$ cat config.mk
export PLATFORM = sky130hd
export DESIGN_NAME = cnl_quad_job_sequencer
export DESIGN_NICKNAME = d
export VERILOG_FILES = /design/src/rtl/cnl_job_seq_pkg.sv /design/src/rtl/cnl_watchdog_cnt.sv /design/src/rtl/cnl_quad_job_sequencer.sv
export SDC_FILE = /design/constraint.sdc
export NUM_CORES = 1
export LEC_CHECK = 0
export ABC_CLOCK_PERIOD_IN_PS = 2900
export BUFFER_PORTS_ARGS = -buffer_cell sky130_fd_sc_hd__buf_2
export CAP_MARGIN = 20
export CORE_AREA = 3 3 223 225
export DETAILED_ROUTE_END_ITERATION = 6
export DIE_AREA = 0 0 226 228
export GPL_TIMING_DRIVEN = 0
export PLACE_DENSITY = 0.59
export SLEW_MARGIN = 40
export SYNTH_ARGS = -nofsm -noshare
export SYNTH_HDL_FRONTEND = slang
export SYNTH_SLANG_ARGS = --single-unit
$ cat constraint.sdc
create_clock -name clk_if -period 2.9 [get_ports clk_if]
set_input_delay 0.29 -clock clk_if [delete_from_list [all_inputs] [get_ports clk_if]]
set_output_delay 0.29 -clock clk_if [all_outputs]
set_load 0.005 [all_outputs]
$ cat src/rtl/cnl_job_seq_pkg.sv
// Shared types and constants for the quad job sequencers.
package cnl_job_seq_pkg;

    localparam int unsigned C_JOB_PARAM_WIDTH = 128;
    localparam int unsigned C_CFG_WIDTH       = 128;
    localparam int unsigned C_DEFAULT_TIMEOUT = 1048576;

    typedef enum logic [2:0] {
        S_IDLE,
        S_CFG,
        S_START,
        S_WAIT_FREQ,
        S_FETCH,
        S_WAIT_DONE,
        S_CACK,
        S_ERR
    } job_seq_state_t;

endpackage

$ cat src/rtl/cnl_watchdog_cnt.sv
// Cycle watchdog: counts enabled cycles since the last clear, flags expiry on the last allowed cycle.
module cnl_watchdog_cnt #(
    parameter int unsigned C_LIMIT = 1048576
) (
    input  logic clk_i,
    input  logic rst_ni,
    input  logic clear_i,
    input  logic enable_i,
    output logic expire_o
);

    localparam int unsigned CW = (C_LIMIT > 2) ? $clog2(C_LIMIT) : 1;

    logic [CW-1:0] count_q;
    logic [CW-1:0] count_d;

    always_comb begin
        count_d = count_q;
        if (clear_i) begin
            count_d = '0;
        end else if (enable_i) begin
            count_d = count_q + 1'b1;
        end
    end

    always_ff @(posedge clk_i) begin
        if (!rst_ni) begin
            count_q <= '0;
        end else begin
            count_q <= count_d;
        end
    end

    assign expire_o = enable_i && (count_q == CW'(C_LIMIT - 1));

endmodule

$ cat src/rtl/cnl_quad_job_sequencer.sv
// Drives one quad through descriptor pop, config writes and the start/fetch/complete handshake.
module cnl_quad_job_sequencer
    import cnl_job_seq_pkg::*;
#(
    parameter int unsigned C_NUM_CFG_SLOTS  = 4,
    parameter int unsigned C_TIMEOUT_CYCLES = C_DEFAULT_TIMEOUT,
    parameter int unsigned C_JOB_CNT_WIDTH  = 16
) (
    input  logic                         clk_if,
    input  logic                         rst,
    input  logic                         desc_valid,
    output logic                         desc_ready,
    input  logic [C_JOB_PARAM_WIDTH-1:0] desc_params,
    input  logic [2:0]                   desc_cfg_cnt,
    input  logic                         cfg_in_valid,
    output logic                         cfg_in_ready,
    input  logic [C_CFG_WIDTH-1:0]       cfg_in_data,
    output logic [C_NUM_CFG_SLOTS-1:0]   config_valid,
    input  logic [C_NUM_CFG_SLOTS-1:0]   config_accept,
    output logic [C_CFG_WIDTH-1:0]       config_data,
    output logic                         job_start,
    input  logic                         job_accept,
    output logic [C_JOB_PARAM_WIDTH-1:0] job_parameters,
    input  logic                         job_fetch_request,
    output logic                         job_fetch_ack,
    input  logic                         job_fetch_complete,
    input  logic                         job_complete,
    output logic                         job_complete_ack,
    output logic                         fetch_go,
    output logic                         busy,
    output logic                         err,
    input  logic                         err_clear,
    output logic [C_JOB_CNT_WIDTH-1:0]   jobs_done
);

    localparam logic [2:0] CFG_MAX = 3'(C_NUM_CFG_SLOTS);

    job_seq_state_t               state_q, state_d;
    logic [C_JOB_PARAM_WIDTH-1:0] params_q, params_d;
    logic [C_CFG_WIDTH-1:0]       cfg_data_q, cfg_data_d;
    logic [2:0]                   cnt_q, cnt_d;
    logic [2:0]                   idx_q, idx_d;
    logic                         pending_q, pending_d;
    logic                         fetch_ack_q, fetch_ack_d;
    logic                         desc_ready_q;
    logic [C_JOB_CNT_WIDTH-1:0]   jobs_q, jobs_d;

    logic [2:0]                 cnt_clamped;
    logic [C_NUM_CFG_SLOTS-1:0] slot_mask;
    logic                       accept_hit;
    logic                       wd_enable;
    logic                       wd_expire;

    assign cnt_clamped = (desc_cfg_cnt > CFG_MAX) ? CFG_MAX : desc_cfg_cnt;
    assign slot_mask   = C_NUM_CFG_SLOTS'(1) << idx_q;
    assign accept_hit  = |(config_accept & slot_mask);
    assign wd_enable   = state_q inside {S_CFG, S_START, S_WAIT_FREQ, S_FETCH, S_WAIT_DONE};

    cnl_watchdog_cnt #(
        .C_LIMIT (C_TIMEOUT_CYCLES)
    ) u_watchdog (
        .clk_i    (clk_if),
        .rst_ni   (rst),
        .clear_i  (state_d != state_q),
        .enable_i (wd_enable),
        .expire_o (wd_expire)
    );

    always_comb begin
        state_d     = state_q;
        params_d    = params_q;
        cfg_data_d  = cfg_data_q;
        cnt_d       = cnt_q;
        idx_d       = idx_q;
        pending_d   = pending_q;
        fetch_ack_d = 1'b0;
        jobs_d      = jobs_q;

        unique case (state_q)
            S_IDLE: begin
                if (desc_valid && desc_ready_q) begin
                    params_d  = desc_params;
                    cnt_d     = cnt_clamped;
                    idx_d     = '0;
                    pending_d = 1'b0;
                    state_d   = (cnt_clamped != '0) ? S_CFG : S_START;
                end
            end
            S_CFG: begin
                if (pending_q) begin
                    if (accept_hit) begin
                        pending_d = 1'b0;
                        idx_d     = idx_q + 3'd1;
                        if ((idx_q + 3'd1) == cnt_q) begin
                            state_d = S_START;
                        end
                    end
                end else if (cfg_in_valid) begin
                    cfg_data_d = cfg_in_data;
                    pending_d  = 1'b1;
                end
            end
            S_START: begin
                if (job_accept) begin
                    state_d = S_WAIT_FREQ;
                end
            end
            S_WAIT_FREQ: begin
                if (job_fetch_request) begin
                    fetch_ack_d = 1'b1;
                    state_d     = S_FETCH;
                end
            end
            S_FETCH: begin
                if (job_fetch_complete) begin
                    state_d = job_complete ? S_CACK : S_WAIT_DONE;
                end
            end
            S_WAIT_DONE: begin
                if (job_complete) begin
                    state_d = S_CACK;
                end
            end
            S_CACK: begin
                jobs_d  = jobs_q + 1'b1;
                state_d = S_IDLE;
            end
            S_ERR: begin
                if (err_clear) begin
                    state_d = S_IDLE;
                end
            end
            default: state_d = S_IDLE;
        endcase

        // A handshake completing on the final allowed cycle wins over the timeout.
        if (wd_expire && (state_d == state_q)) begin
            state_d     = S_ERR;
            pending_d   = 1'b0;
            fetch_ack_d = 1'b0;
        end
    end

    always_ff @(posedge clk_if) begin
        if (!rst) begin
            state_q      <= S_IDLE;
            params_q     <= '0;
            cfg_data_q   <= '0;
            cnt_q        <= '0;
            idx_q        <= '0;
            pending_q    <= 1'b0;
            fetch_ack_q  <= 1'b0;
            desc_ready_q <= 1'b0;
            jobs_q       <= '0;
        end else begin
            state_q      <= state_d;
            params_q     <= params_d;
            cfg_data_q   <= cfg_data_d;
            cnt_q        <= cnt_d;
            idx_q        <= idx_d;
            pending_q    <= pending_d;
            fetch_ack_q  <= fetch_ack_d;
            desc_ready_q <= (state_d == S_IDLE);
            jobs_q       <= jobs_d;
        end
    end

    assign desc_ready       = desc_ready_q;
    assign cfg_in_ready     = (state_q == S_CFG) && !pending_q;
    assign config_valid     = ((state_q == S_CFG) && pending_q) ? slot_mask : '0;
    assign config_data      = cfg_data_q;
    assign job_start        = (state_q == S_START);
    assign job_parameters   = params_q;
    assign job_fetch_ack    = fetch_ack_q;
    assign fetch_go         = (state_q == S_FETCH);
    assign job_complete_ack = (state_q == S_CACK);
    assign busy             = (state_q != S_IDLE);
    assign err              = (state_q == S_ERR);
    assign jobs_done        = jobs_q;

endmodule

==> results of run 1 <==
## worst max path at each step
stage | start | endpoint | slack [ns] | depth (start not counted)
2_1_floorplan | idx_q[0] | state_q[2] | 0.72 | 7
3_3_place_gp | state_q[2] | job_parameters[1] | -0.06 | 7
3_5_place_dp | state_q[0] | config_data[14] | 0.11 | 8
4_1_cts | state_q[0] | config_data[17] | 0.07 | 8
5_1_grt | state_q[2] | job_parameters[66] | 0.07 | 7
6_report | state_q[2] | job_parameters[66] | 0.40 | 7
## cell type report
cell class                      instances  share of cell area (%)
Clock buffer                           46                   5.288
Sequential cell                       304                   32.19
Buffer                                 96                   2.363
Timing Repair Buffer                  769                   26.02
Inverter                                7                  0.1390
Tap cell                              615                   4.070
Clock inverter                         18                   1.211
Multi-Input combinational cell        996                   28.70
Antenna cell                            1                 0.01324
## worst register-to-register path, stage by stage (launching register included)
cell,delay [ns]
dfxtp_1,0.36
nor3_4,0.34
inv_2,0.13
nor2_2,0.43
clkbuf_2,0.35
clkbuf_1,0.42
nand2_1,0.13
a21boi_0,0.24
## metal layers
metal  global-route usage (%)  share of wire, %  up-vias
met3                    4.577               7.5      121
met4                    8.441               4.5        0
met5                        0                 0        -
li1                         -                 -     6207
met2                    32.65                50      513
met1                    18.14                38     5726
## what timing repair did
| item | in CTS | in global routing |
|---|---|---|
| hold buffers | 214 | 0 |
| endpoints found under the hold margin | 214 | 0 |
| gates resized for setup | 0 | 5 |
| endpoints found under the setup margin | 0 | 105 |
## report_power, final
group | total, W | switching [W] | internal, W
logic | 0.00280 | 0.00161 | 0.00119
clock network | 0.00472 | 0.00183 | 0.00289
registers | 0.00493 | 0.000284 | 0.00465
## stage by stage
step / utilization, % / total power (W) / cell area (um2) / setup slack [ns]
CTS: 39.58 / 0.01262 / 18900 / 0.06636
global placement: 32.51 / 0.007545 / 15520 / -0.05519
floorplan: - / 0.006297 / 11970 / 0.7169
detailed placement: 32.52 / 0.007600 / 15520 / 0.1102
global route: 39.60 / 0.01310 / 18910 / 0.06814
finish: 39.60 / 0.01245 / 18910 / 0.3966
## synthesized netlist by cell type (3+ instances only)
| cell type | instances |
|---|---|
| or3_1 | 7 |
| inv_1 | 6 |
| mux2i_1 | 5 |
| buf_2 | 6 |
| a21boi_0 | 264 |
| ha_1 | 7 |
| and2_1 | 18 |
| nor3_1 | 7 |
| xor2_1 | 22 |
| buf_4 | 14 |
| nand4_1 | 9 |
| nand2_1 | 542 |
| nand3_1 | 20 |
| nor2_1 | 9 |
| buf_6 | 3 |
| nand2b_1 | 3 |
| clkbuf_1 | 73 |
| a21oi_1 | 3 |
| o21ai_0 | 9 |
| nor4_1 | 3 |
| nor3_2 | 16 |
| o21a_1 | 3 |
| xnor2_1 | 9 |
| and3_1 | 9 |
| nor3b_1 | 3 |
| dfxtp_1 | 304 |
## logic make-up after synthesis
| logic type | count (synthesis) | synth area share (%) |
|---|---|---|
| buffers and inverters | 103 | 3.918 |
| adders and majority gates | 7 | 0.7314 |
| AOI/OAI and AO/OA | 298 | 18.61 |
| and+or+nand+nor | 655 | 23.23 |
| DFF | 304 | 50.83 |
| muxes | 5 | 0.4180 |
| xor gates and xnor gates | 31 | 2.267 |
## registers in the layout, summed over array words and instances, names as in the netlist
| signal | count |
|---|---|
| config_data | 128 |
| job_parameters | 128 |
| u_watchdog.count_q | 20 |
| jobs_done | 16 |
| cnt_q | 3 |
| idx_q | 3 |
| state_q | 3 |
| desc_ready | 1 |
| job_fetch_ack | 1 |
| pending_q | 1 |
## layout by cell type (no fill, tap or decap), types with 5 or more instances in the layout
cell type	instances
mux2i_1	5
bufinv_16	5
ha_1	7
clkbuf_1	75
dfxtp_1	304
nand3_1	20
a21boi_0	264
nor3_1	7
inv_1	6
dlygate4sd3_1	214
and3_1	9
clkbuf_16	37
nor2_1	8
o21ai_0	9
or3_1	7
clkinv_2	8
nand2_1	542
and2_1	18
buf_2	561
buf_4	14
xor2_1	22
nand4_1	9
xnor2_1	9
nor3_2	16
==> metrics.md, run 1 <==
| Metric | Value |
|---|---|
| DP HPWL | 35,830 um |
| Cell-by-cell trace of the critical path | nor3_4, inv_2, nor2_2, clkbuf_2, clkbuf_1, nand2_1, a21boi_0 |
| Synth area leader | dfxtp_1 |
| CP peak stage delay | 0.43 ns |
| Tightest Pin Transition | 0.6997 ns |
| Buffer depth of the longest clock path | 3 |
| Hold path cells | 3 |
| Synth Area per Inst | 8.535 um2 |
| Unrepaired setup endpoints after global routing | no |
| Buffers on Ports | 555 |
| Die span in x | 226 um |
| Top cells by area in the synthesized netlist | dfxtp_1 51%, nand2_1 17%, a21boi_0 17% |
| Cell at the root of the clock tree | clkbuf_16 |
| Clock Sinks | 304 |
| CTS clk-pin slew, worst paths | 0.06 ns |
| Setup slack of the most critical reg-to-reg path | 0.40 ns |
| Vias in the first global route | 12,931 |
| Post-synthesis net count | 1,682 |
| Drt drc | 0 |
| Data arrival time at the worst-slack endpoint | 2.93 ns |
| Starting DRT DRC Count | 378 |
| Final Net Count | 2,489 |
| Drt via density | 4.406 |
| Max H-tree Level | 2 |
| Hold path startpoint | desc_params[18] |
| Area used by multi-input combinational logic | 5426 um2 |
| Category of the worst setup path capture point | flip-flop |
| Cts bufs inserted | 36 |
| Unique cell type count in the Yosys netlist | 50 |
| Crit path time final | 2.503 ns |
| Count of boundary I/O pins | 556 |
| Final-layout worst hold slack | 0.04175 ns |
| Gate count after technology mapping | 1,403 |
| Final count of negative-setup-slack endpoints | 0 |
| Remaining antenna violation count after routing | 0 |
| Signed area change from the synthesized netlist to the final layout | 57.89% |
| Number of antenna violations at the first check in global routing | 2 |
| Pre-Repair DR Iteration Count | 4 |
| Data required time of the worst path | 3.32 ns |
| Slew Limit Headroom | 53.35% |
| Max_cap viols | 0 |
| Leakage | 8.190 nW |
| Final weighted congestion in routability-driven placement | 0.8765 |
| # placed instances | 2,573 |
| Area of the placeable core | 47,750 um2 |
| CTS tree | done |
| Final hold viol count | 0 |
| Main synth FF type | dfxtp_1 |
| Global-route total usage across every layer | 17.57% |
| Global-route wire length before repair | 71,400 um |
| PD cells | 658.6 nW/um2 |
| Number of core rows | 80 |
| Cell with the largest stage delay on the worst path | nor2_2 |
| Total wire length after detailed routing | 47,440 um |
| Tightest Hold Check Type | in2reg |
| Area occupied by registers | 6086 um2 |
| Area share of the largest cell type after synthesis | 50.83% |
| Total of fill cells in the finished design | 4,716 |
| Crit Path Class | reg2reg |
| Largest fanout on the critical path | 10 |
| Skew final | 0.01070 ns |
| Largest net degree at the start of global routing | 14 |
| Fraction of layout instances using a drive strength above 1 | 29.70% |
| Proportion of synthesized flip-flops having asynchronous set or reset | 0% |
| Cell class contributing the biggest share of worst-path delay | simple AND/OR/NAND/NOR gates |
| FF-to-FF End | job_parameters[66] |
| Number of synthesized register bits | 304 |
| Total negative setup slack | 0 ns |
| Count of yosys warnings during synthesis | 0 |
| Remaining Overflow, GRT | 0 |
| Worst-Skew Late Latency | 0.52 ns |
| Starting density of the core | 25.08% |
| Fin. max-slew vios | 0 |
| Combined area of all synthesized cells | 11,970 um2 |
| Die outline area | 51,530 um2 |
| Maximum clock rate | 399.5 MHz |
| Chip Height | 228 um |
| Ratio of final minimum period to clock period | 86.32% |
| Part of the Yosys area used for sequential elements | 50.83% |
| Count of cells along the worst register-to-register path | 7 |
| Per-cell routed wire length | 16.63 um |
| Via Count | 12,567 |
| Worst vdd ir | 0.4331 mV |
| Number of enable flip-flop cells after synthesis | 0 |
| Final standard cell count with taps included and fillers excluded | 2,852 |
| Worst-case hold path end point | job_parameters[18] |
| Run status | finished, final reports clean |
| Post-CTS setup buffer count | 0 |
| Critical register-to-register path startpoint | state_q[2] |
| CP startpoint kind | flip-flop |
| Sum of buffers and inverters on the critical path | 3 |
Power figures use the tool's default switching activity.
==> inputs of run 2 (changes only) <==
CORE_AREA = 3 3 183 275   (was 3 3 223 225)
DIE_AREA = 0 0 186 278   (was 0 0 226 228)
HOLD_SLACK_MARGIN = 0.1   (was default)
==> run 2 against run 1 <==
- global-route usage increased by 0.73 points
- cell count rose by 0.91%
- register-to-register slack worse by 0.14 ns
- die area grew 0.35%
- combinational power is 3% higher
- hold slack better by 0.068 ns
- largest power group unchanged
- highest routed layer is now met5
==> metrics.md, run 2 (synthesis gave the netlist of run 1 again) <==
| Metric | Value |
|---|---|
| Largest net degree at the start of global routing | 14 |
| Post-route standard cell area excluding fillers | 19,180 um2 |
| CP startpoint kind | flip-flop |
| Largest fanout on the critical path | 10 |
| Final standard cell count with taps included and fillers excluded | 2,878 |
| Chip Height | 278 um |
| Maximum clock rate | 378.5 MHz |
| Category of the worst setup path capture point | flip-flop |
| Crit Path Class | reg2reg |
| Starting DRT DRC Count | 388 |
| Crit path time final | 2.642 ns |
| Fraction of layout instances using a drive strength above 1 | 28.94% |
| Die outline area | 51,710 um2 |
| Sum of buffers and inverters on the critical path | 3 |
| Cell at the root of the clock tree | clkbuf_16 |
| Total of fill cells in the finished design | 4,724 |
| DP HPWL | 37,440 um |
| CTS tree | done |
| Cell class contributing the biggest share of worst-path delay | buffers and inverters |
| Max_cap viols | 0 |
| Cell-by-cell trace of the critical path | nor3_4, inv_2, nor2_2, clkbuf_2, clkbuf_1, nand2_1, a21boi_0 |
| Worst-Skew Late Latency | 0.51 ns |
| Starting density of the core | 24.79% |
| Vias in the first global route | 13,565 |
| Area of the placeable core | 48,310 um2 |
| Tightest Hold Check Type | in2reg |
| Drt via density | 4.487 |
| Pre-Repair DR Iteration Count | 5 |
| Final-layout worst hold slack | 0.1096 ns |
| Cell with the largest stage delay on the worst path | clkbuf_1 |
| Final weighted congestion in routability-driven placement | 0.9022 |
| CP peak stage delay | 0.55 ns |
| Die span in x | 186 um |
| Via Count | 12,915 |
| Commonest cells after routing, fill and taps aside | 561 x buf_2, 542 x nand2_1, 304 x dfxtp_1 |
| Remaining antenna violation count after routing | 0 |
| Clock Sinks | 304 |
| # placed instances | 2,564 |
| Count of boundary I/O pins | 556 |
| Global-route total usage across every layer | 18.29% |
| Ratio of final minimum period to clock period | 91.12% |
| Fin. max-slew vios | 0 |
| Post-place instance area | 15,510 um2 |
| Skew final | 0.01635 ns |
| PD cells | 636.9 nW/um2 |
| Tightest Pin Transition | 0.7830 ns |
| Total wire length after detailed routing | 50,050 um |
| Per-cell routed wire length | 17.39 um |
| Remaining Overflow, GRT | 0 |
| Slew Limit Headroom | 47.80% |
| Data arrival time at the worst-slack endpoint | 3.08 ns |
| Buffer depth of the longest clock path | 3 |
| Global-route wire length before repair | 73,620 um |
| Drt drc | 0 |
| Max H-tree Level | 2 |
| Final Net Count | 2,526 |
| Cts bufs inserted | 34 |
| Number of antenna violations at the first check in global routing | 2 |
| Buffers on Ports | 555 |
| Run status | finished, final reports clean |
| Signed area change from the synthesized netlist to the final layout | 60.21% |
| Number of core rows | 99 |
| Leakage | 8.307 nW |
| Worst vdd ir | 0.4907 mV |
| Final hold viol count | 0 |
| Data required time of the worst path | 3.34 ns |
| Final count of negative-setup-slack endpoints | 0 |
| Most common cell after layout, fill and taps aside | buf_2 |
| CTS clk-pin slew, worst paths | 0.06 ns |
| Unrepaired setup endpoints after global routing | no |
==> run 2: cell types whose count changed in the layout (fill, tap and decap cells not counted) <==
cell,change
bufinv_16,-3
clkbuf_8,+4
clkbuf_2,-1
clkinvlp_4,-3
clkinv_2,-5
inv_6,+3
dlygate4sd3_1,+39
diode_2,+1
clkbuf_1,+2
clkbuf_16,-2
==> run 2: layout make-up <==
cell class                 count  area (um2)  area share, %
clock inverter                10       117.6         0.6131
inverter                       7       26.28         0.1370
multi-input combinational    996        5426          28.29
antenna                        2       5.005        0.02609
clock buffer                  49        1008          5.257
tap                          606       758.2          3.953
timing repair buffer         808        5310          27.68
buffer                        96       445.4          2.322
sequential                   304        6086          31.72
==> run 2: path summary, 6_finish.rpt <==
path | start | to | slack, ns | depth (start not counted)
max | state_q[2] | job_parameters[68] | 0.26 | 7
min reg2reg | config_data[37] | config_data[37] | 0.46 | 2
min | desc_params[35] | job_parameters[35] | 0.11 | 3
max reg2reg | state_q[2] | job_parameters[68] | 0.26 | 7
==> run 2: repair_timing <==
action | CTS | global route
gates resized for setup | 0 | 3
endpoints found under the setup margin | 0 | 31
hold buffers | 253 | 0
endpoints found under the hold margin | 253 | 0
setup buffers | 0 | 0
==> run 2: tightest hold or removal path: cells and delay by family <==
family / cells / cell delay, ns
compound gates: 1 / 0.09
buf+inv: 1 / 0.10
simple gates: 1 / 0.10
==> run 2: routing by layer <==
metal / part of all wire, % / global-route usage [%]
met4: 6.7 / 11.22
met2: 51 / 34.95
met3: 7.6 / 4.668
met1: 35 / 16.94
met5: 0.040 / 0
==> run 2: power by group <==
part	internal, W	switching, W
clock	0.00261	0.00181
combinational	0.00122	0.00165
sequential	0.00465	0.000272
total	0.00848	0.00374
==> run 2: per-stage QoR <==
stage	utilization, %	power [W]	TNS, ns	setup WS, ns
final	39.71	0.01222	0	0.2577
after global routing	39.70	0.01286	0	0.04379
after CTS	39.69	0.01237	0	0.05955
after detailed placement	32.11	0.007617	0	0.06522
after global placement	32.11	0.007559	-0.6077	-0.09441
after floorplan	-	0.006297	0	0.7169
